--- src/rtl/ad9866_spi_sched.sv ---
// AD9866 serial-port scheduler: sequences the converter hardware reset, then
// arbitrates round-robin between register requesters and shifts 16-bit SPI frames.
module ad9866_spi_sched #(
   parameter int NREQ       = 3,
   parameter int CLKDIV     = 8,
   parameter int RST_CYCLES = 64,
   parameter int RST_WAIT   = 256,
   parameter int GAP_CYCLES = 4
) (
   input  logic              clk,
   input  logic              rst,
   input  logic [NREQ-1:0]   req_valid,
   input  logic [16*NREQ-1:0] req_data,
   output logic [NREQ-1:0]   req_ready,
   output logic [7:0]        rd_data,
   output logic              rd_valid,
   output logic [1:0]        rd_src,
   output logic              busy,
   output logic              ad9866_rst_n,
   output logic              ad9866_sclk,
   output logic              ad9866_sdio,
   input  logic              ad9866_sdo,
   output logic              ad9866_sen_n
);
   localparam int RMAX = (RST_CYCLES > RST_WAIT) ? RST_CYCLES : RST_WAIT;
   localparam int CMAX = (RMAX > GAP_CYCLES) ? RMAX : GAP_CYCLES;
   localparam int CW   = $clog2(CMAX + 1);
   localparam int PHW  = $clog2(2 * CLKDIV);

   typedef enum logic [2:0] {S_RST_HOLD, S_RST_WAIT, S_IDLE, S_LOAD, S_SHIFT, S_GAP} state_t;

   state_t          state_q;
   logic [CW-1:0]   cnt_q;
   logic [PHW-1:0]  ph_q;
   logic [3:0]      bit_q;
   logic [1:0]      ptr_q;
   logic [1:0]      gnt_q;
   logic [15:0]     word_q;
   logic [7:0]      shreg_q;
   logic [7:0]      shreg_d;
   logic            any_d;
   logic [1:0]      gnt_d;
   logic [15:0]     gword_d;
   logic [NREQ-1:0] gnt_oh_d;
   logic            sdio_d;
   logic [2:0]      sum;
   logic [3:0]      nxt_bit;

   // Nearest valid index after the pointer wins; scanning far-to-near lets k=1 override.
   always_comb begin
      any_d    = 1'b0;
      gnt_d    = ptr_q;
      sum      = '0;
      gnt_oh_d = '0;
      for (int k = NREQ; k >= 1; k--) begin
         sum = {1'b0, ptr_q} + 3'(k);
         if (sum >= 3'(NREQ)) sum = sum - 3'(NREQ);
         if (req_valid[sum[1:0]]) begin
            any_d = 1'b1;
            gnt_d = sum[1:0];
         end
      end
      gnt_oh_d[gnt_d] = 1'b1;
      gword_d = req_data[{gnt_d, 4'b0000} +: 16];
   end

   always_comb begin
      nxt_bit = 4'd14 - bit_q;
      sdio_d  = (word_q[15] && bit_q >= 4'd7) ? 1'b0 : word_q[nxt_bit];
      shreg_d = shreg_q;
      if (state_q == S_SHIFT && ph_q == PHW'(CLKDIV) && bit_q >= 4'd8)
         shreg_d = {shreg_q[6:0], ad9866_sdo};
   end

   always_ff @(posedge clk or posedge rst) begin
      if (rst) begin
         state_q      <= S_RST_HOLD;
         cnt_q        <= '0;
         ph_q         <= '0;
         bit_q        <= '0;
         ptr_q        <= 2'(NREQ - 1);
         gnt_q        <= '0;
         word_q       <= '0;
         shreg_q      <= '0;
         req_ready    <= '0;
         rd_data      <= '0;
         rd_valid     <= 1'b0;
         rd_src       <= '0;
         busy         <= 1'b1;
         ad9866_rst_n <= 1'b0;
         ad9866_sclk  <= 1'b0;
         ad9866_sdio  <= 1'b0;
         ad9866_sen_n <= 1'b1;
      end else begin
         req_ready <= '0;
         rd_valid  <= 1'b0;
         shreg_q   <= shreg_d;
         case (state_q)
            S_RST_HOLD: begin
               if (cnt_q == CW'(RST_CYCLES - 1)) begin
                  state_q      <= S_RST_WAIT;
                  cnt_q        <= '0;
                  ad9866_rst_n <= 1'b1;
               end else begin
                  cnt_q <= cnt_q + 1'b1;
               end
            end
            S_RST_WAIT: begin
               if (cnt_q == CW'(RST_WAIT - 1)) begin
                  state_q <= S_IDLE;
                  cnt_q   <= '0;
                  busy    <= 1'b0;
               end else begin
                  cnt_q <= cnt_q + 1'b1;
               end
            end
            S_IDLE: begin
               if (any_d) begin
                  state_q      <= S_LOAD;
                  req_ready    <= gnt_oh_d;
                  gnt_q        <= gnt_d;
                  ptr_q        <= gnt_d;
                  word_q       <= gword_d;
                  ad9866_sen_n <= 1'b0;
                  ad9866_sdio  <= gword_d[15];
                  busy         <= 1'b1;
               end
            end
            S_LOAD: begin
               state_q <= S_SHIFT;
               ph_q    <= '0;
               bit_q   <= '0;
            end
            S_SHIFT: begin
               if (ph_q == PHW'(2 * CLKDIV - 1)) begin
                  ph_q        <= '0;
                  ad9866_sclk <= 1'b0;
                  if (bit_q == 4'd15) begin
                     state_q      <= S_GAP;
                     cnt_q        <= '0;
                     ad9866_sen_n <= 1'b1;
                     ad9866_sdio  <= 1'b0;
                     if (word_q[15]) begin
                        rd_valid <= 1'b1;
                        rd_data  <= shreg_d;
                        rd_src   <= gnt_q;
                     end
                  end else begin
                     bit_q       <= bit_q + 1'b1;
                     ad9866_sdio <= sdio_d;
                  end
               end else begin
                  ph_q <= ph_q + 1'b1;
                  if (ph_q == PHW'(CLKDIV - 1)) ad9866_sclk <= 1'b1;
               end
            end
            S_GAP: begin
               if (cnt_q == CW'(GAP_CYCLES - 1)) begin
                  state_q <= S_IDLE;
                  cnt_q   <= '0;
                  busy    <= 1'b0;
               end else begin
                  cnt_q <= cnt_q + 1'b1;
               end
            end
            default: state_q <= S_RST_HOLD;
         endcase
      end
   end
endmodule

--- config.mk ---
export PLATFORM = sky130hd
export DESIGN_NAME = ad9866_spi_sched
export DESIGN_NICKNAME = d
export VERILOG_FILES = /design/src/rtl/ad9866_spi_sched.sv
export SDC_FILE = /design/constraint.sdc
export NUM_CORES = 1
export LEC_CHECK = 0
export CORE_ASPECT_RATIO = 1.5
export CORE_MARGIN = 8
export CORE_UTILIZATION = 53
export CTS_BUF_LIST = sky130_fd_sc_hd__clkbuf_16
export DETAILED_ROUTE_END_ITERATION = 16
export PLACE_DENSITY = 0.83
export SYNTH_ARGS = -nofsm -noshare
export SYNTH_HDL_FRONTEND = slang
export SYNTH_SLANG_ARGS = --single-unit
--- constraint.sdc ---
create_clock -name clk -period 2.89 [get_ports clk]
set_input_delay 0.4335 -clock clk [delete_from_list [all_inputs] [get_ports clk]]
set_output_delay 0.4335 -clock clk [all_outputs]
set_load 0.05 [all_outputs]
---- After elaboration in Yosys (flattened, before gate mapping) ----
Index checks and enable logic that the tools add are counted.
word-level totals
  flip-flop bits (word level) ............. 67
  bits of input ports ..................... 54
  logic and storage cells ................. 137
  output and inout bits ................... 19
operators by class
  $add $sub $neg .......................... 10
  equality and inequality tests ........... 19
  mux-type cells .......................... 59
  reduce and logical (&&, ||, !) cells .... 20
  $lt $le $gt $ge ......................... 11
  shift-type cells ........................ 1
operators by type and width
  cell                                                         number
  variable part select 48 x 7 -> 16 bit                        1
  two-way mux 9 bit                                            5
  one-hot mux 9 bit (4 select lines)                           1
  two-way mux 1 bit                                            24
  two-way mux 3 bit                                            8
  one-hot mux 3 bit (6 select lines)                           1
  one-hot mux 4 bit (2 select lines)                           2
  == test 4 bit (second input constant)                        3
  less-than comparator 2 x 3 -> 1 bit (second input constant)  4
  two-way mux 2 bit                                            6
  two-way mux 4 bit                                            3
  AND reduction 4 bit                                          3
  != test 2 bit (second input constant)                        5
  adder 9 x 1 -> 9 bit (second input constant)                 1
  == test 9 x 2 -> 1 bit (second input constant)               1
  == test 9 x 6 -> 1 bit (second input constant)               1
  == test 9 x 8 -> 1 bit (second input constant)               1
  >= comparator 3 x 2 -> 1 bit (second input constant)         3
  AND reduction 3 bit                                          3
  adder 4 x 1 -> 4 bit (second input constant)                 2
  two-way mux 8 bit                                            1
  adder 2 x 2 -> 3 bit (second input constant)                 2
  binary-select mux 1 bit (select 2 bit)                       3
  == test 3 x 2 -> 1 bit (second input constant)               2
  22 further kinds                                             34

---- Logic depth before layout (Yosys ltp) ----
  word-level depth ........................ 14
  depth in mapped cells ................... 11
  mapped depth without buffers ............ 10

---- Worst setup path after synthesis ----
OpenSTA, ideal clock, no wires.
  path kind ............................... register -> register
  from .................................... reg ptr_q[1]
  to ...................................... reg word_q[4]
  setup time .............................. 0.086 ns
  cell stages (with the launch flop) ...... 10
  path slack .............................. 0.558 ns
  arrival ................................. 2.246 ns
  clock period less this slack ............ 2.332 ns
  path buffers ............................ 2
  required time ........................... 2.804 ns
  cell sequence ........................... dfstp_2 inv_1 ha_1 buf_6 nor3b_1 o32ai_2 o21ai_1 or3_4 buf_6 o221ai_2
on the way
  word-level cells in the longest chain between the ends .. 9
  elaborated cells on any way between the ends .. 26
  those cells by class .................... 6 x add/sub; 3 x order compare; 1 x shift; 15 x mux; 1 x reduce/logical
ends and longest elaborated chain
  element                                                                       RTL line  RTL
  from (decl)                                                                   36        logic [1:0] ptr_q;
  from (signal assigned)                                                        81        ptr_q <= 2'(NREQ - 1);
  from (signal assigned)                                                        122       ptr_q <= gnt_d;
  adder 2 x 2 -> 3 bit                                                          56        sum = {1'b0, ptr_q} + 3'(k);
  >= comparator 3 x 2 -> 1 bit or subtractor 2 bit (tied branches)              57        if (sum >= 3'(NREQ)) sum = sum - 3'(NREQ);
  two-way mux 2 bit                                                             57
  binary-select mux 1 bit (select 2 bit)                                        58        if (req_valid[sum[1:0]]) begin
  two-way mux 1 bit (implied by the code)                                       58
  two-way mux 2 bit or two-way mux 1 bit (tied branches) (3 in series)          58
  variable part select 48 x 7 -> 16 bit or AND reduction 2 bit (tied branches)  n/a
  to (signal assigned)                                                          123       word_q <= gword_d;
  to (decl)                                                                     38        logic [15:0] word_q;
Several ways; a longest one is shown, not always the timed one. The select of a mux whose other input is x is not followed.
A chain may end at the register's enable or synchronous reset.

---- Worst setup path after layout ----
  from .................................... reg ptr_q[1]
  to ...................................... reg word_q[6]
Same word-level chain as after synthesis.

==> flow_summary.toml <==
[place]
port-buffer-count = 72
place_area_sq_um = 4700
place.gp.congestion = 0.869
place.detailed.hpwl_um = 6830

[run_status]
run_status = "complete, no violations"

[sta]
fmax_mhz = 392
final.setup_skew_ns = 0.00386
setup_total_negative_slack_ns = 0
min_period_ns = 2.55
max_slew.worst_pin.slew_ns = 0.573
max-slew-margin-rel = 0.617
timing.final.crit_share = 0.882
final-setup-viol-count = 0
final-max-slew-violation-count = 0
final_hold_viol_count = 0
grt_setup_unrepaired = "false"

[critical_path]
timing.critical_path.from = "ptr_q[1]"
crit_path_max_fanout = 15
worst_path_dominant_cell_family = "compound AO/OA/AOI/OAI gates"
critical_register_to_register_path_endpoint = "word_q[6]"
worstReg2RegStart = "ptr_q[1]"
critical_path_cell_sequence = "inv_1 -> ha_1 -> nor2_1 -> a221oi_2 -> a21oi_2 -> buf_4 -> a31oi_1 -> o221ai_2"
cell_with_the_largest_stage_delay_on_the_worst_path = "sky130_fd_sc_hd__dfstp_2"
critPathArrivalTime_ns = 2.75
timing.critical_path.to_type = "register"
worstPathBufferInverterCount = 2
r2r.worst_path.cells = 8
r2r_setup_slk_ns = 0.34
cp.required_ns = 3.09
startpoint_type = "register"
timing.setup.critical_path_class = "register to register"
crit_path_max_incr_delay_ns = 0.57
cp.depth = 8
critPathCapture = "word_q[6]"

[logic_synthesis]
syn_nets = 460
synth_top_flop_cell = "sky130_fd_sc_hd__dfrtp_1"
area_of_the_mapped_netlist_sq_um = 3900
syn_area_per_cell_sq_um = 9.85
postSynthCellCount = 396
seq_area_frac_synth = 0.425
synth.yosys.warnings = 0
synth_edf_count = 0
ys_ff_latch = 66
asyncSetResetFlopFracSynth = 1.00
yosysTopAreaCellShare = 0.404
synthDominantAreaCellType = "sky130_fd_sc_hd__dfrtp_1"
synth.top_cells.by_area = "sky130_fd_sc_hd__dfrtp_1 (40%), sky130_fd_sc_hd__mux2_2 (5.2%), sky130_fd_sc_hd__inv_1 (4.3%), sky130_fd_sc_hd__o21ai_0 (4.2%), sky130_fd_sc_hd__a211oi_1 (3.7%)"
netlist-cell-type-count = 61

[pwr]
power_density_nw_per_um2 = 407
p_leak_nw = 2.25
vdd_drop_max_mv = 0.288

[clocking]
htree_num_levels = 3
clk_pin_slew_ns = 0.05
post_cts.repair.setup_buffers = 0
cts-buffers-inserted = 9
cts-root-buf = "sky130_fd_sc_hd__clkbuf_16"
cts.path.max_buffers = 2
clock_latency_ns = 0.33
tritoncts_num_sinks = 66
postCtsResizedCells = 0
tritoncts_clock_tree = "yes"
ctsHoldBuffers = 0

[global_routing]
antenna_found_initial = 0
grt.overflow.total = 0
first_global_vias = 3432
first_pass_grt_wire_length_um = 15700
grt_max_degree = 64
grt.total_usage = 0.187

[floorplanning]
placementRows = 38
die_w_um = 86.0
io-pin-count = 73
design.die.area_sq_um = 10400
floorplan.initialDensity = 0.543
core_sq_um = 7180
die_height_um = 121

[finish]
area_growth_from_synthesis_to_layout_pct = 27.2
post_route_cells_drive_above_1_share = 0.146
most-common-layout-cells = "sky130_fd_sc_hd__clkdlybuf4s50_1 (72), sky130_fd_sc_hd__dfrtp_1 (63), sky130_fd_sc_hd__inv_1 (46), sky130_fd_sc_hd__o21ai_0 (33), sky130_fd_sc_hd__nand2_1 (21)"
finalInstanceArea_sq_um = 4960
final_common_cell = "sky130_fd_sc_hd__clkdlybuf4s50_1"
n_antenna_cell = 0
finish.net_count = 532

[job]
drv.max_cap_violation_count = 0

[routing]
drt-pass1-iter-count = 4
route.final.wire_length_um = 9250
routedWlPerCell_um = 16.1
drcViolationCount = 0
number_of_vias_per_cell = 5.74
route.antenna.remaining_nets = 0
num_vias = 3287
detail_route.iter0.violations = 215

[hold_path]
worst_hold_path_type = "primary input to async pin"
[worst min path at each step]
stage,start,end,slack [ns],depth (start not counted)
final,rst,req_ready[0],0.30,2
after global routing,rst,req_ready[1],0.30,2
after CTS,rst,req_ready[0],0.30,2
after detailed placement,ad9866_rst_n,ad9866_rst_n,0.47,1
after global placement,ad9866_rst_n,ad9866_rst_n,0.46,1
after floorplan,cnt_q[1],cnt_q[1],0.47,2
[report_power, final]
group	internal, mW	switching [mW]	leakage [nW]
registers	0.926	0	0.877
logic	0.0880	0.0693	1.23
clock network	0.562	0.372	0.136
total	1.58	0.442	2.25
[worst register-to-register path, cell delays in order (launching register included)]
cell	delay [ns]
sky130_fd_sc_hd__dfstp_2	0.57
sky130_fd_sc_hd__inv_1	0.09
sky130_fd_sc_hd__ha_1	0.51
sky130_fd_sc_hd__nor2_1	0.15
sky130_fd_sc_hd__a221oi_2	0.34
sky130_fd_sc_hd__a21oi_2	0.12
sky130_fd_sc_hd__buf_4	0.21
sky130_fd_sc_hd__a31oi_1	0.29
sky130_fd_sc_hd__o221ai_2	0.14
[cell usage after synthesis, types with 3 or more instances]
cell and number:
sky130_fd_sc_hd__dfrtp_1 63, sky130_fd_sc_hd__inv_1 45, sky130_fd_sc_hd__o21ai_0 33, sky130_fd_sc_hd__nand2_1 21, sky130_fd_sc_hd__nand3_1 20, sky130_fd_sc_hd__a211oi_1 19
sky130_fd_sc_hd__mux2_2 18, sky130_fd_sc_hd__nor2_1 15, sky130_fd_sc_hd__a31oi_1 11, sky130_fd_sc_hd__clkbuf_1 10, sky130_fd_sc_hd__ha_1 10, sky130_fd_sc_hd__a21oi_1 9
sky130_fd_sc_hd__o221ai_2 9, sky130_fd_sc_hd__nand2b_1 8, sky130_fd_sc_hd__buf_2 6, sky130_fd_sc_hd__buf_6 6, sky130_fd_sc_hd__o31ai_1 6, sky130_fd_sc_hd__a21o_1 5
sky130_fd_sc_hd__nor3_1 5, sky130_fd_sc_hd__and2_1 4, sky130_fd_sc_hd__and3_1 4, sky130_fd_sc_hd__mux2i_1 4, sky130_fd_sc_hd__mux4_2 4, sky130_fd_sc_hd__a21boi_0 3
sky130_fd_sc_hd__a32oi_1 3, sky130_fd_sc_hd__dfstp_2 3, sky130_fd_sc_hd__nor2b_1 3, sky130_fd_sc_hd__o21ai_1 3, sky130_fd_sc_hd__o22ai_1 3
[flip-flops by register name (all words and copies together), names as in the netlist]
register,count
ptr_q,2
rd_valid,1
busy,1
req_ready,3
rd_src,2
rd_data,8
bit_q,4
word_q,16
ad9866_rst_n,1
ad9866_sen_n,1
ad9866_sclk,1
ad9866_sdio,1
gnt_q,1
shreg_q,8
state_q,3
ph_q,4
cnt_q,9
[per-layer routing]
metal,global-route usage,up-vias,share of wire
met2,0.340,100,0.54
met5,0,-,0
li1,-,1593,-
met1,0.200,1575,0.40
met3,0.0393,19,0.038
met4,0.0848,0,0.022
[stage by stage]
step	power, mW	hold WS (ns)	util	instances	worst slack [ns]
finish	2.02	0.298	0.691	573	0.340
global route	2.10	0.300	0.691	573	0.103
CTS	2.03	0.298	0.691	573	0.375
detailed placement	1.10	0.472	0.655	557	0.376
global placement	1.10	0.464	0.655	557	0.472
floorplan	1.01	0.466	-	396	0.558
[layout make-up]
type,count,area [sq um]
Fill cell,545,2220
Tap cell,100,125
Clock buffer,9,225
Sequential cell,66,1660
Inverter,45,169
Timing Repair Buffer,84,823
Clock inverter,7,30.0
Multi-Input combinational cell,262,1930
[logic make-up after synthesis]
| kind of cell | count (synthesis) | share of synthesized area |
|---|---|---|
| AO/OA/AOI/OAI | 133 | 0.254 |
| AND/OR/NAND/NOR | 91 | 0.119 |
| buffers and inverters | 68 | 0.0799 |
| flip-flops | 66 | 0.425 |
| multiplexers | 26 | 0.0854 |
| adder cells (fa/ha/maj) | 10 | 0.0321 |
| XOR/XNOR | 2 | 0.00449 |
No activity file was read; power rests on OpenSTA's default activity.
